==> src/rtl/ws_systolic_pkg.sv <==
// rtl/ws_systolic_pkg.sv - shared constants for the weight-stationary systolic array
//
// Purpose: Op_sel encodings and default word sizes used by ws_pe and ws_systolic_array.
// Ports:   none (package).
// Config:  WS_SYSTOLIC_SAT_EN (consumed by ws_pe) selects saturating accumulation.
package ws_systolic_pkg;

  localparam logic PRELOAD_OP = 1'b0;
  localparam logic CONV_OP    = 1'b1;

  localparam int DEFAULT_IN_WORD_SIZE  = 16;
  localparam int DEFAULT_OUT_WORD_SIZE = 16;

endpackage

==> src/rtl/ws_pe.sv <==
// rtl/ws_pe.sv - single weight-stationary processing element (weight/fmap/psum + MAC)
//
// Purpose: holds one stationary weight, forwards the fmap word downward and the
//          weight rightward (preload), and accumulates west + north*weight (conv).
// Ports:
//   clk, rst       clock, synchronous active-high reset
//   op_sel         PRELOAD_OP shifts weights, CONV_OP computes
//   north_fmap     fmap word from the PE above (or the array input)
//   west_psum      partial sum from the PE to the left (or Result_in)
//   west_weight    weight from the PE to the left (or kernel_in)
//   weight         stationary weight register
//   fmap_r         registered fmap, feeds the PE below
//   psum           registered partial sum, feeds the PE to the right
// Config: WS_SYSTOLIC_SAT_EN defined -> product and sum saturate at all-ones;
//         undefined -> both wrap modulo 2^out_word_size.
module ws_pe
  import ws_systolic_pkg::*;
#(
  parameter int in_word_size  = DEFAULT_IN_WORD_SIZE,
  parameter int out_word_size = DEFAULT_OUT_WORD_SIZE
) (
  input  logic                     clk,
  input  logic                     rst,
  input  logic                     op_sel,
  input  logic [in_word_size-1:0]  north_fmap,
  input  logic [out_word_size-1:0] west_psum,
  input  logic [in_word_size-1:0]  west_weight,
  output logic [in_word_size-1:0]  weight,
  output logic [in_word_size-1:0]  fmap_r,
  output logic [out_word_size-1:0] psum
);

  // Product is formed wide enough for both the full product and the psum width,
  // so the saturation compare never loses high bits.
  localparam int PW = (2 * in_word_size > out_word_size) ? 2 * in_word_size : out_word_size;

  logic [PW-1:0]            prod;
  logic [out_word_size-1:0] mac_next;

  assign prod = PW'(north_fmap) * PW'(weight);

`ifdef WS_SYSTOLIC_SAT_EN
  localparam logic [out_word_size-1:0] PSUM_MAX = '1;

  logic [out_word_size-1:0] prod_clip;
  logic [out_word_size:0]   sum_ext;

  always_comb begin
    prod_clip = (prod > PW'(PSUM_MAX)) ? PSUM_MAX : out_word_size'(prod);
    sum_ext   = {1'b0, west_psum} + {1'b0, prod_clip};
    mac_next  = sum_ext[out_word_size] ? PSUM_MAX : sum_ext[out_word_size-1:0];
  end
`else
  always_comb begin
    mac_next = west_psum + out_word_size'(prod);
  end
`endif

  always_ff @(posedge clk) begin
    if (rst) begin
      weight <= '0;
      fmap_r <= '0;
      psum   <= '0;
    end else if (op_sel == CONV_OP) begin
      fmap_r <= north_fmap;
      psum   <= mac_next;
    end else begin
      // Preload: weights shift right, datapath is flushed so stale partial
      // sums cannot leak into the next convolution.
      weight <= west_weight;
      fmap_r <= '0;
      psum   <= '0;
    end
  end

endmodule

==> src/rtl/ws_systolic_array.sv <==
// rtl/ws_systolic_array.sv - row x column weight-stationary systolic MAC array
//
// Purpose: grid of ws_pe; fmap flows top to bottom, weights and partial sums
//          flow left to right. Caller skews fmap lanes by one cycle per column.
// Ports:
//   clk, rst      clock, synchronous active-high reset
//   fmap_in[c]    fmap word entering the top of column c
//   kernel_in[r]  weight word entering the left of row r during preload
//   Result_in[r]  partial sum entering the left of row r
//   Op_sel        0 = preload weights, 1 = convolution
//   fmap_out[c]   fmap register of PE(row-1,c)
//   kernel_out[r] weight register of PE(r,column-1)
//   Result_out[r] psum register of PE(r,column-1)
// Config: WS_SYSTOLIC_SAT_EN selects saturating accumulation inside ws_pe.
module ws_systolic_array
  import ws_systolic_pkg::*;
#(
  parameter int in_word_size  = DEFAULT_IN_WORD_SIZE,
  parameter int out_word_size = DEFAULT_OUT_WORD_SIZE,
  parameter int row           = 1,
  parameter int column        = 4
) (
  input  logic                     clk,
  input  logic                     rst,
  input  logic [in_word_size-1:0]  fmap_in    [column],
  input  logic [in_word_size-1:0]  kernel_in  [row],
  input  logic [out_word_size-1:0] Result_in  [row],
  input  logic                     Op_sel,
  output logic [in_word_size-1:0]  fmap_out   [column],
  output logic [in_word_size-1:0]  kernel_out [row],
  output logic [out_word_size-1:0] Result_out [row]
);

  logic [in_word_size-1:0]  weight_a [row][column];
  logic [in_word_size-1:0]  fmap_a   [row][column];
  logic [out_word_size-1:0] psum_a   [row][column];

  for (genvar r = 0; r < row; r++) begin : g_row
    for (genvar c = 0; c < column; c++) begin : g_col
      logic [in_word_size-1:0]  north;
      logic [out_word_size-1:0] west_p;
      logic [in_word_size-1:0]  west_w;

      if (r == 0) begin : g_top
        assign north = fmap_in[c];
      end else begin : g_inner
        assign north = fmap_a[r-1][c];
      end

      if (c == 0) begin : g_left
        assign west_p = Result_in[r];
        assign west_w = kernel_in[r];
      end else begin : g_mid
        assign west_p = psum_a[r][c-1];
        assign west_w = weight_a[r][c-1];
      end

      ws_pe #(
        .in_word_size (in_word_size),
        .out_word_size(out_word_size)
      ) u_pe (
        .clk        (clk),
        .rst        (rst),
        .op_sel     (Op_sel),
        .north_fmap (north),
        .west_psum  (west_p),
        .west_weight(west_w),
        .weight     (weight_a[r][c]),
        .fmap_r     (fmap_a[r][c]),
        .psum       (psum_a[r][c])
      );
    end

    assign kernel_out[r] = weight_a[r][column-1];
    assign Result_out[r] = psum_a[r][column-1];
  end

  for (genvar c = 0; c < column; c++) begin : g_fout
    assign fmap_out[c] = fmap_a[row-1][c];
  end

endmodule

==> config.mk <==
export PLATFORM = sky130hd
export DESIGN_NAME = ws_systolic_array
export DESIGN_NICKNAME = d
export VERILOG_FILES = /design/src/rtl/ws_systolic_pkg.sv /design/src/rtl/ws_pe.sv /design/src/rtl/ws_systolic_array.sv
export SDC_FILE = /design/constraint.sdc
export NUM_CORES = 1
export LEC_CHECK = 0
export BUFFER_PORTS_ARGS = -buffer_cell sky130_fd_sc_hd__buf_2
export CELL_PAD_IN_SITES_DETAIL_PLACEMENT = 1
export CELL_PAD_IN_SITES_GLOBAL_PLACEMENT = 1
export CORE_MARGIN = 1.5
export CORE_UTILIZATION = 43
export DETAILED_ROUTE_END_ITERATION = 7
export PLACE_DENSITY_LB_ADDON = 0.08
export SETUP_SLACK_MARGIN = 0.3
export SLEW_MARGIN = 20
export SYNTH_ARGS = -nofsm -noshare
export SYNTH_HDL_FRONTEND = slang
export SYNTH_SLANG_ARGS = --single-unit
==> constraint.sdc <==
create_clock -name clk -period 6.3 [get_ports clk]
set_input_delay 1.26 -clock clk [delete_from_list [all_inputs] [get_ports clk]]
set_output_delay 1.26 -clock clk [all_outputs]
set_load 0.05 [all_outputs]
==> results.sh, run 1 <==
export IMPL_fmax_ghz=0.173
export IMPL_rsz0062_at_grt="no"
export IMPL_avgSynthCellArea_sq_um=8.98
export IMPL_leakage_nw=12.7
export IMPL_drtAntennaViolNets=0
export IMPL_min_path_cells=2
export IMPL_io_buffers=194
export IMPL_slew_headroom=0.250
export IMPL_first_pass_iters=5
export IMPL_vias=16902
export IMPL_cp_arrival_ns=6.17
export IMPL_nets=3422
export IMPL_ff2ff_path_depth=20
export IMPL_cp_max_fo=3
export IMPL_synth_cells=2572
export IMPL_cts_buffer_depth=2
export IMPL_post_place_cells=3408
export IMPL_clock_latency_ns=0.50
export IMPL_drtIter0Drc=694
export IMPL_cap_violations=0
export IMPL_wl_per_cell_um=19.1
export IMPL_min_path_type="reg -> reg"
export IMPL_peakVddDrop_uv=234
export IMPL_routed_via_density=4.91
export IMPL_routed_wl_mm=65.7
export IMPL_synth_seq_cells=192
export IMPL_final_cell_mix="inv_1, nand2_1, fa_1, and2_1, ha_1"
export IMPL_yosys_warnings=0
export IMPL_end_kind="flop"
export IMPL_gp_congestion=0.861
export IMPL_grt_ovfl_total=0
export IMPL_cts_hold_fix_buffers=0
export IMPL_drive_above_1_share=0.109
export IMPL_min_period_ns=5.79
export IMPL_drv_slew=0
export IMPL_layout_commonest_cell="inv_1"
export IMPL_core_area_sq_mm=0.0529
export IMPL_hold_viol=0
export IMPL_n_fill_cell=6279
export IMPL_clock_skew_ns=0.00969
export IMPL_fp_dieH_um=235
export IMPL_place_ws_ns=-0.0332
export IMPL_track_usage=0.248
export IMPL_die_area_sq_mm=0.0551
export IMPL_place_area_sq_mm=0.0250
export IMPL_r2r_end="g_row[0].g_col[0].u_pe.psum[15]"
export IMPL_synth_cell_types=35
export IMPL_cts_root_buf="clkbuf_16"
export IMPL_syn2layout_area_growth_pct=10.7
export IMPL_hold_worst_slack_ns=0.521
export IMPL_antenna_found_initial=0
export IMPL_path_clk_slew_ns=0.08
export IMPL_async_reset_ff_frac=0
export IMPL_netlist_area_sq_mm=0.0231
export IMPL_clock_sinks=192
export IMPL_num_rows=84
export IMPL_worst_pin_slew_ns=1.12
export IMPL_cts_max_level=4
export IMPL_cts_tree="done"
export IMPL_top_level_ports=195
export IMPL_diodes=0
export IMPL_cts_buffers=17
export IMPL_crit_path_start_kind="input pin"
export IMPL_synth_edf_count=0
export IMPL_crit_required_ns=6.68
export IMPL_grt_start_max_net_pins=67
export IMPL_status="completed"
export IMPL_worst_slack_ns=0.509
export IMPL_min_delay_start="g_row[0].g_col[2].u_pe.weight[7]"
export IMPL_fp_dieW_um=235
export IMPL_syn_nets=3255
export IMPL_hold_path_end="g_row[0].g_col[2].u_pe.weight[7]"
export IMPL_fin_cells=3439
export IMPL_reg2reg_from="g_row[0].g_col[0].u_pe.weight[5]"
export IMPL_design_area_sq_mm=0.0256
export IMPL_grt_pass1_wl_mm=105
export IMPL_synthFlopType="dfxtp_1"
export IMPL_finalCritPeriodShare=0.919
export IMPL_grt_pass1_vias=19154
export IMPL_drc_errors=0
export IMPL_path_class="in -> reg"
export IMPL_post_dp_hpwl_mm=53.6
export IMPL_power_density_mw_per_mm2=180
export IMPL_ys_seq_area_frac=0.166
export IMPL_setup_viol=0
export IMPL_start_util=0.437
export IMPL_r2r_setup_slack_ns=0.72
==> worst max-delay path, cell delays in order <==
cell      delay (ns)
buf_2           0.10
and2_1          0.16
fa_1            0.53
inv_1           0.06
fa_1            0.54
inv_1           0.05
fa_1            0.50
inv_1           0.06
fa_1            0.53
inv_1           0.05
fa_1            0.48
inv_1           0.05
fa_1            0.49
inv_1           0.07
ha_4            0.22
a21o_1          0.17
a21oi_2         0.16
nor2_1          0.07
a211oi_1        0.27
o21a_1          0.19
xnor2_1         0.11
nor2_1          0.05
==> flip-flops by register name (all words and copies together) (netlist names) <==
signal	flops
g_row.g_col.u_pe.weight	64
g_row.g_col.u_pe.psum	64
g_row.g_col.u_pe.fmap_r	64
==> how the worst max path moves through the flow <==
stage / from / endpoint / slack, ns / cells past startpoint
after floorplan: fmap_in[54] / g_row[0].g_col[0].u_pe.psum[15] / 0.30 / 22
after global placement: fmap_in[58] / g_row[0].g_col[0].u_pe.psum[15] / 0.07 / 22
after detailed placement: fmap_in[58] / g_row[0].g_col[0].u_pe.psum[15] / -0.03 / 22
after CTS: fmap_in[58] / g_row[0].g_col[0].u_pe.psum[15] / 0.52 / 22
after global routing: fmap_in[58] / g_row[0].g_col[0].u_pe.psum[15] / 0.35 / 22
final: fmap_in[58] / g_row[0].g_col[0].u_pe.psum[15] / 0.51 / 22
==> cell type report <==
class	instances	area (sq um)	area share
Tap cell	688	861	0.0337
Inverter	587	2200	0.0862
Timing Repair Buffer	254	1420	0.0557
Multi-Input combinational cell	1687	16600	0.651
Sequential cell	192	3840	0.150
Clock inverter	14	174	0.00680
Clock buffer	17	425	0.0166
==> where the power goes <==
part / switching, W / internal [W] / total (W)
logic: 0.00122 / 0.000847 / 0.00207
clock network: 0.000573 / 0.000598 / 0.00117
registers: 0.0000709 / 0.00129 / 0.00136
==> kinds of logic (layout without fill, tap and decap cells) <==
kind of cell    Yosys count  after routing  share of synthesized area
simple gates            784            784                      0.158
buf+inv                 693            872                      0.115
fa+ha+maj               584            584                      0.439
flops                   192            192                      0.166
xor+xnor                155            155                     0.0615
compound gates          100            100                     0.0333
mux                      64             64                     0.0277
==> metrics by stage <==
stage | utilization | total power (W) | setup TNS (ns)
5_1_grt | 0.484 | 0.00495 | 0
6_report | 0.484 | 0.00461 | 0
3_5_place_dp | 0.472 | 0.00349 | -0.0332
3_3_place_gp | 0.472 | 0.00341 | 0
2_1_floorplan | - | 0.00282 | 0
4_1_cts | 0.483 | 0.00468 | 0
==> cell usage after synthesis, types with 3 or more instances <==
cell type  instances  area, sq um
a21oi_1           19         95.1
buf_4              7         52.6
o31a_1             4         35.0
o41a_1             3         33.8
o31ai_1            3         22.5
o21ai_0           21          105
o31ai_2            5         62.6
xor2_1            38          333
mux2i_1           64          641
and2_1           251         1570
buf_1              4         15.0
dfxtp_1          192         3840
xnor2_1          112          981
inv_1            587         2200
nor2b_1            9         56.3
o21a_1            12         90.1
nand2b_1          12         75.1
ha_1             208         2600
nand2_1          384         1440
a21o_1            20          150
nor2_1           117          439
nor3_1             4         20.0
a2111oi_4          4          110
nand4_1            4         25.0
a211oi_1           7         52.6
xnor3_1            4         90.1
clkbuf_1          77          289
buf_2             18         90.1
fa_1             376         7530
==> routing by layer <==
| layer | track usage | part of all wire |
|---|---|---|
| met1 | 0.310 | 0.44 |
| met2 | 0.441 | 0.51 |
| met3 | 0.0347 | 0.030 |
| met4 | 0.0838 | 0.028 |
| met5 | 0 | 0 |
==> repair_timing <==
item,in CTS,in global routing
setup endpoints to repair,0,1
resized for setup,0,1
hold endpoints to repair,0,0
setup buffers,0,0
Note: power is estimated with default switching activity, not from simulation.
==> run 2, diff against run 1 <==
--- a/config.mk
+++ b/config.mk
@@ -11,9 +11,11 @@
 export CORE_MARGIN = 1.5
 export CORE_UTILIZATION = 43
 export DETAILED_ROUTE_END_ITERATION = 7
+export GPL_TIMING_DRIVEN = 0
 export PLACE_DENSITY_LB_ADDON = 0.08
 export SETUP_SLACK_MARGIN = 0.3
 export SLEW_MARGIN = 20
 export SYNTH_ARGS = -nofsm -noshare
 export SYNTH_HDL_FRONTEND = slang
+export SYNTH_HIERARCHICAL = 1
 export SYNTH_SLANG_ARGS = --single-unit
==> results.sh, run 2 <==
export IMPL_status="completed"
export IMPL_worst_pin_slew_ns=0.733
export IMPL_post_place_cells=3500
export IMPL_syn_nets=3299
export IMPL_fmax_ghz=0.170
export IMPL_first_pass_iters=5
export IMPL_maxUsedRoutingLayer="met4"
export IMPL_core_area_sq_mm=0.0538
export IMPL_drv_slew=0
export IMPL_synth_top_area_cell="fa_1"
export IMPL_met2_length_mm=35.1
export IMPL_clock_skew_ns=0.0177
export IMPL_top_regs="g_row.g_col.u_pe/fmap_r (64), g_row.g_col.u_pe/psum (64), g_row.g_col.u_pe/weight (64)"
export IMPL_die_area_sq_mm=0.0558
export IMPL_switchingPower_w=0.00193
export IMPL_yosys_top_cells_count="inv_1, fa_1, nand2_1, and2_1, ha_1"
export IMPL_fp_dieH_um=236
export IMPL_path_clk_slew_ns=0.08
export IMPL_cts_buffers=17
export IMPL_clock_sinks=192
export IMPL_worst_slack_ns=0.410
export IMPL_netlist_area_sq_mm=0.0234
export IMPL_drtIter0Drc=761
export IMPL_grt_ovfl_total=0
export IMPL_routed_via_density=4.91
export IMPL_async_reset_ff_frac=0
export IMPL_place_ws_ns=-0.432
export IMPL_diodes=0
export IMPL_final_cell_mix="inv_1, fa_1, nand2_1, and2_1, ha_1"
export IMPL_combPwrFrac=0.471
export IMPL_ys_seq_area_frac=0.164
export IMPL_p_seq_frac=0.291
export IMPL_peakVddDrop_uv=306
export IMPL_yosys_area_top_type_share=0.322
export IMPL_end_kind="flop"
export IMPL_rsz0062_at_grt="yes"
export IMPL_drc_errors=0
export IMPL_grt_pass1_vias=19253
export IMPL_crit_required_ns=6.64
export IMPL_synthFlopType="dfxtp_1"
export IMPL_gp_congestion=0.874
export IMPL_crit_slowest_cell="fa_1"
export IMPL_leakage_nw=13.0
export IMPL_antenna_found_initial=0
export IMPL_cts_root_buf="clkbuf_16"
export IMPL_wl_per_cell_um=19.3
export IMPL_layout_commonest_cell="inv_1"
export IMPL_p_int_w=0.00269
export IMPL_fin_cells=3534
export IMPL_switching_share=0.418
export IMPL_synth_cells=2616
export IMPL_wl_met1_mm=29.5
export IMPL_cts_max_level=4
export IMPL_cts_hold_fix_buffers=0
export IMPL_drive_above_1_share=0.110
export IMPL_start_util=0.434
export IMPL_slowest_delay_ns=0.52
export IMPL_cp_arrival_ns=6.23
export IMPL_vias=17346
export IMPL_place_area_sq_mm=0.0252
export IMPL_power_density_mw_per_mm2=178
export IMPL_crit_path_start_kind="input pin"
export IMPL_synth_edf_count=0
export IMPL_clock_latency_ns=0.48
export IMPL_finalCritPeriodShare=0.935
export IMPL_path_class="in -> reg"
export IMPL_syn2layout_area_growth_pct=11.0
export IMPL_yosysMostFrequentCell="inv_1"
export IMPL_design_area_sq_mm=0.0260
export IMPL_p_clk_frac=0.238
export IMPL_fp_dieW_um=236
export IMPL_post_dp_hpwl_mm=56.1
export IMPL_track_usage=0.256
export IMPL_grt_pass1_wl_mm=108
export IMPL_synth_cell_types=33
export IMPL_min_path_type="reg -> reg"
export IMPL_cap_violations=0
export IMPL_hold_worst_slack_ns=0.505
export IMPL_cp_max_fo=10
export IMPL_drtAntennaViolNets=0
export IMPL_crit_path_cell_trace="buf_2, buf_4, and2_1, fa_1, inv_1, fa_1, inv_1, fa_1, inv_1, fa_1, inv_1, fa_1, inv_1, fa_1, inv_1, ha_4, a21o_1, a21oi_2, o21ai_0, a31oi_1, xnor2_1, nor2_1"
export IMPL_nets=3508
export IMPL_routed_wl_mm=68.4
export IMPL_num_rows=85
export IMPL_synth_seq_cells=192
export IMPL_avgSynthCellArea_sq_um=8.94
export IMPL_min_period_ns=5.89
export IMPL_yosys_warnings=6
export IMPL_cts_buffer_depth=2
export IMPL_io_buffers=188
export IMPL_top_level_ports=195
export IMPL_synth_area_leaders="fa_1, dfxtp_1, ha_1"
export IMPL_grt_start_max_net_pins=19
export IMPL_cts_tree="done"
export IMPL_setup_viol=0
export IMPL_n_fill_cell=6424
export IMPL_slew_headroom=0.511
export IMPL_dr_wl_met3_mm=2.29
export IMPL_hold_viol=0
run 2: cell types whose count changed after synthesis, sizes merged, moves of 4 or more:
| cell | previous run | this run |
|---|---|---|
| nand2 | 385 | 355 |
| buf | 29 | 20 |
| nor2 | 117 | 111 |
| and2 | 251 | 281 |
| inv | 587 | 629 |
| a21oi | 19 | 25 |
| o21ai | 22 | 26 |
run 2: area by class of cell:
cell class | instances | area (sq um) | share of cell area
Buffer | 100 | 523 | 0.0201
Sequential cell | 192 | 3840 | 0.148
Timing Repair Buffer | 190 | 958 | 0.0369
Multi-Input combinational cell | 1695 | 16900 | 0.649
Clock inverter | 14 | 119 | 0.00458
Inverter | 629 | 2360 | 0.0910
Clock buffer | 18 | 429 | 0.0165
Tap cell | 696 | 871 | 0.0335
run 2: metrics by stage:
| step | setup TNS (ns) | utilization | total power, W |
|---|---|---|---|
| 2_1_floorplan | 0 | - | 0.00285 |
| 3_3_place_gp | -2.79 | 0.469 | 0.00345 |
| 3_5_place_dp | -3.85 | 0.469 | 0.00350 |
| 4_1_cts | 0 | 0.480 | 0.00464 |
| 5_1_grt | 0 | 0.482 | 0.00499 |
| 6_report | 0 | 0.482 | 0.00462 |
run 2: cell families (layout without fill, tap and decap cells):
family / Yosys count / after routing / synth area share
xor+xnor: 153 / 153 / 0.0610
mux: 64 / 64 / 0.0274
buf+inv: 729 / 951 / 0.119
simple gates: 786 / 786 / 0.161
compound gates: 108 / 108 / 0.0346
flops: 192 / 192 / 0.164
fa+ha+maj: 584 / 584 / 0.433
run 2: metal layers:
layer | global-route usage | up-vias
met1 | 0.326 | 8911
met5 | 0 | -
met2 | 0.458 | 328
met3 | 0.0305 | 68
li1 | - | 8039
met4 | 0.0670 | 0
run 2: worst paths after layout:
kind              cells past startpoint                             start  slack (ns)                                to
setup / recovery                     22                       fmap_in[21]        0.41   g_row[0].g_col[2].u_pe/psum[15]
hold / removal                        2  g_row[0].g_col[2].u_pe/weight[8]        0.51  g_row[0].g_col[3].u_pe/weight[8]
setup reg to reg                     15  g_row[0].g_col[0].u_pe/weight[3]        0.55   g_row[0].g_col[0].u_pe/psum[15]
hold reg to reg                       2  g_row[0].g_col[2].u_pe/weight[8]        0.51  g_row[0].g_col[3].u_pe/weight[8]
run 2: repair_timing:
action	4_1_cts	5_1_grt
pin swaps	2	14
endpoints found under the setup margin	7	13
buffers inserted	1	1
gates resized for setup	24	81
cloned	0	0
run 2: power by group through the flow:
| stage | registers, W | clock network, W | logic, W |
|---|---|---|---|
| after floorplan | 0.00142 | 0 | 0.00144 |
| final | 0.00134 | 0.00110 | 0.00218 |
| after global placement | 0.00137 | 0 | 0.00208 |
| after CTS | 0.00135 | 0.00114 | 0.00215 |
| after global routing | 0.00135 | 0.00117 | 0.00246 |
| after detailed placement | 0.00138 | 0 | 0.00212 |
run 2: worst max-delay path: cells and delay by family:
kind	cells	cell delay (ns)
AOI/OAI and AO/OA	4	0.71
xor gates and xnor gates	1	0.19
adders and majority gates	7	3.16
buffers and inverters	8	0.64
and+or+nand+nor	2	0.26
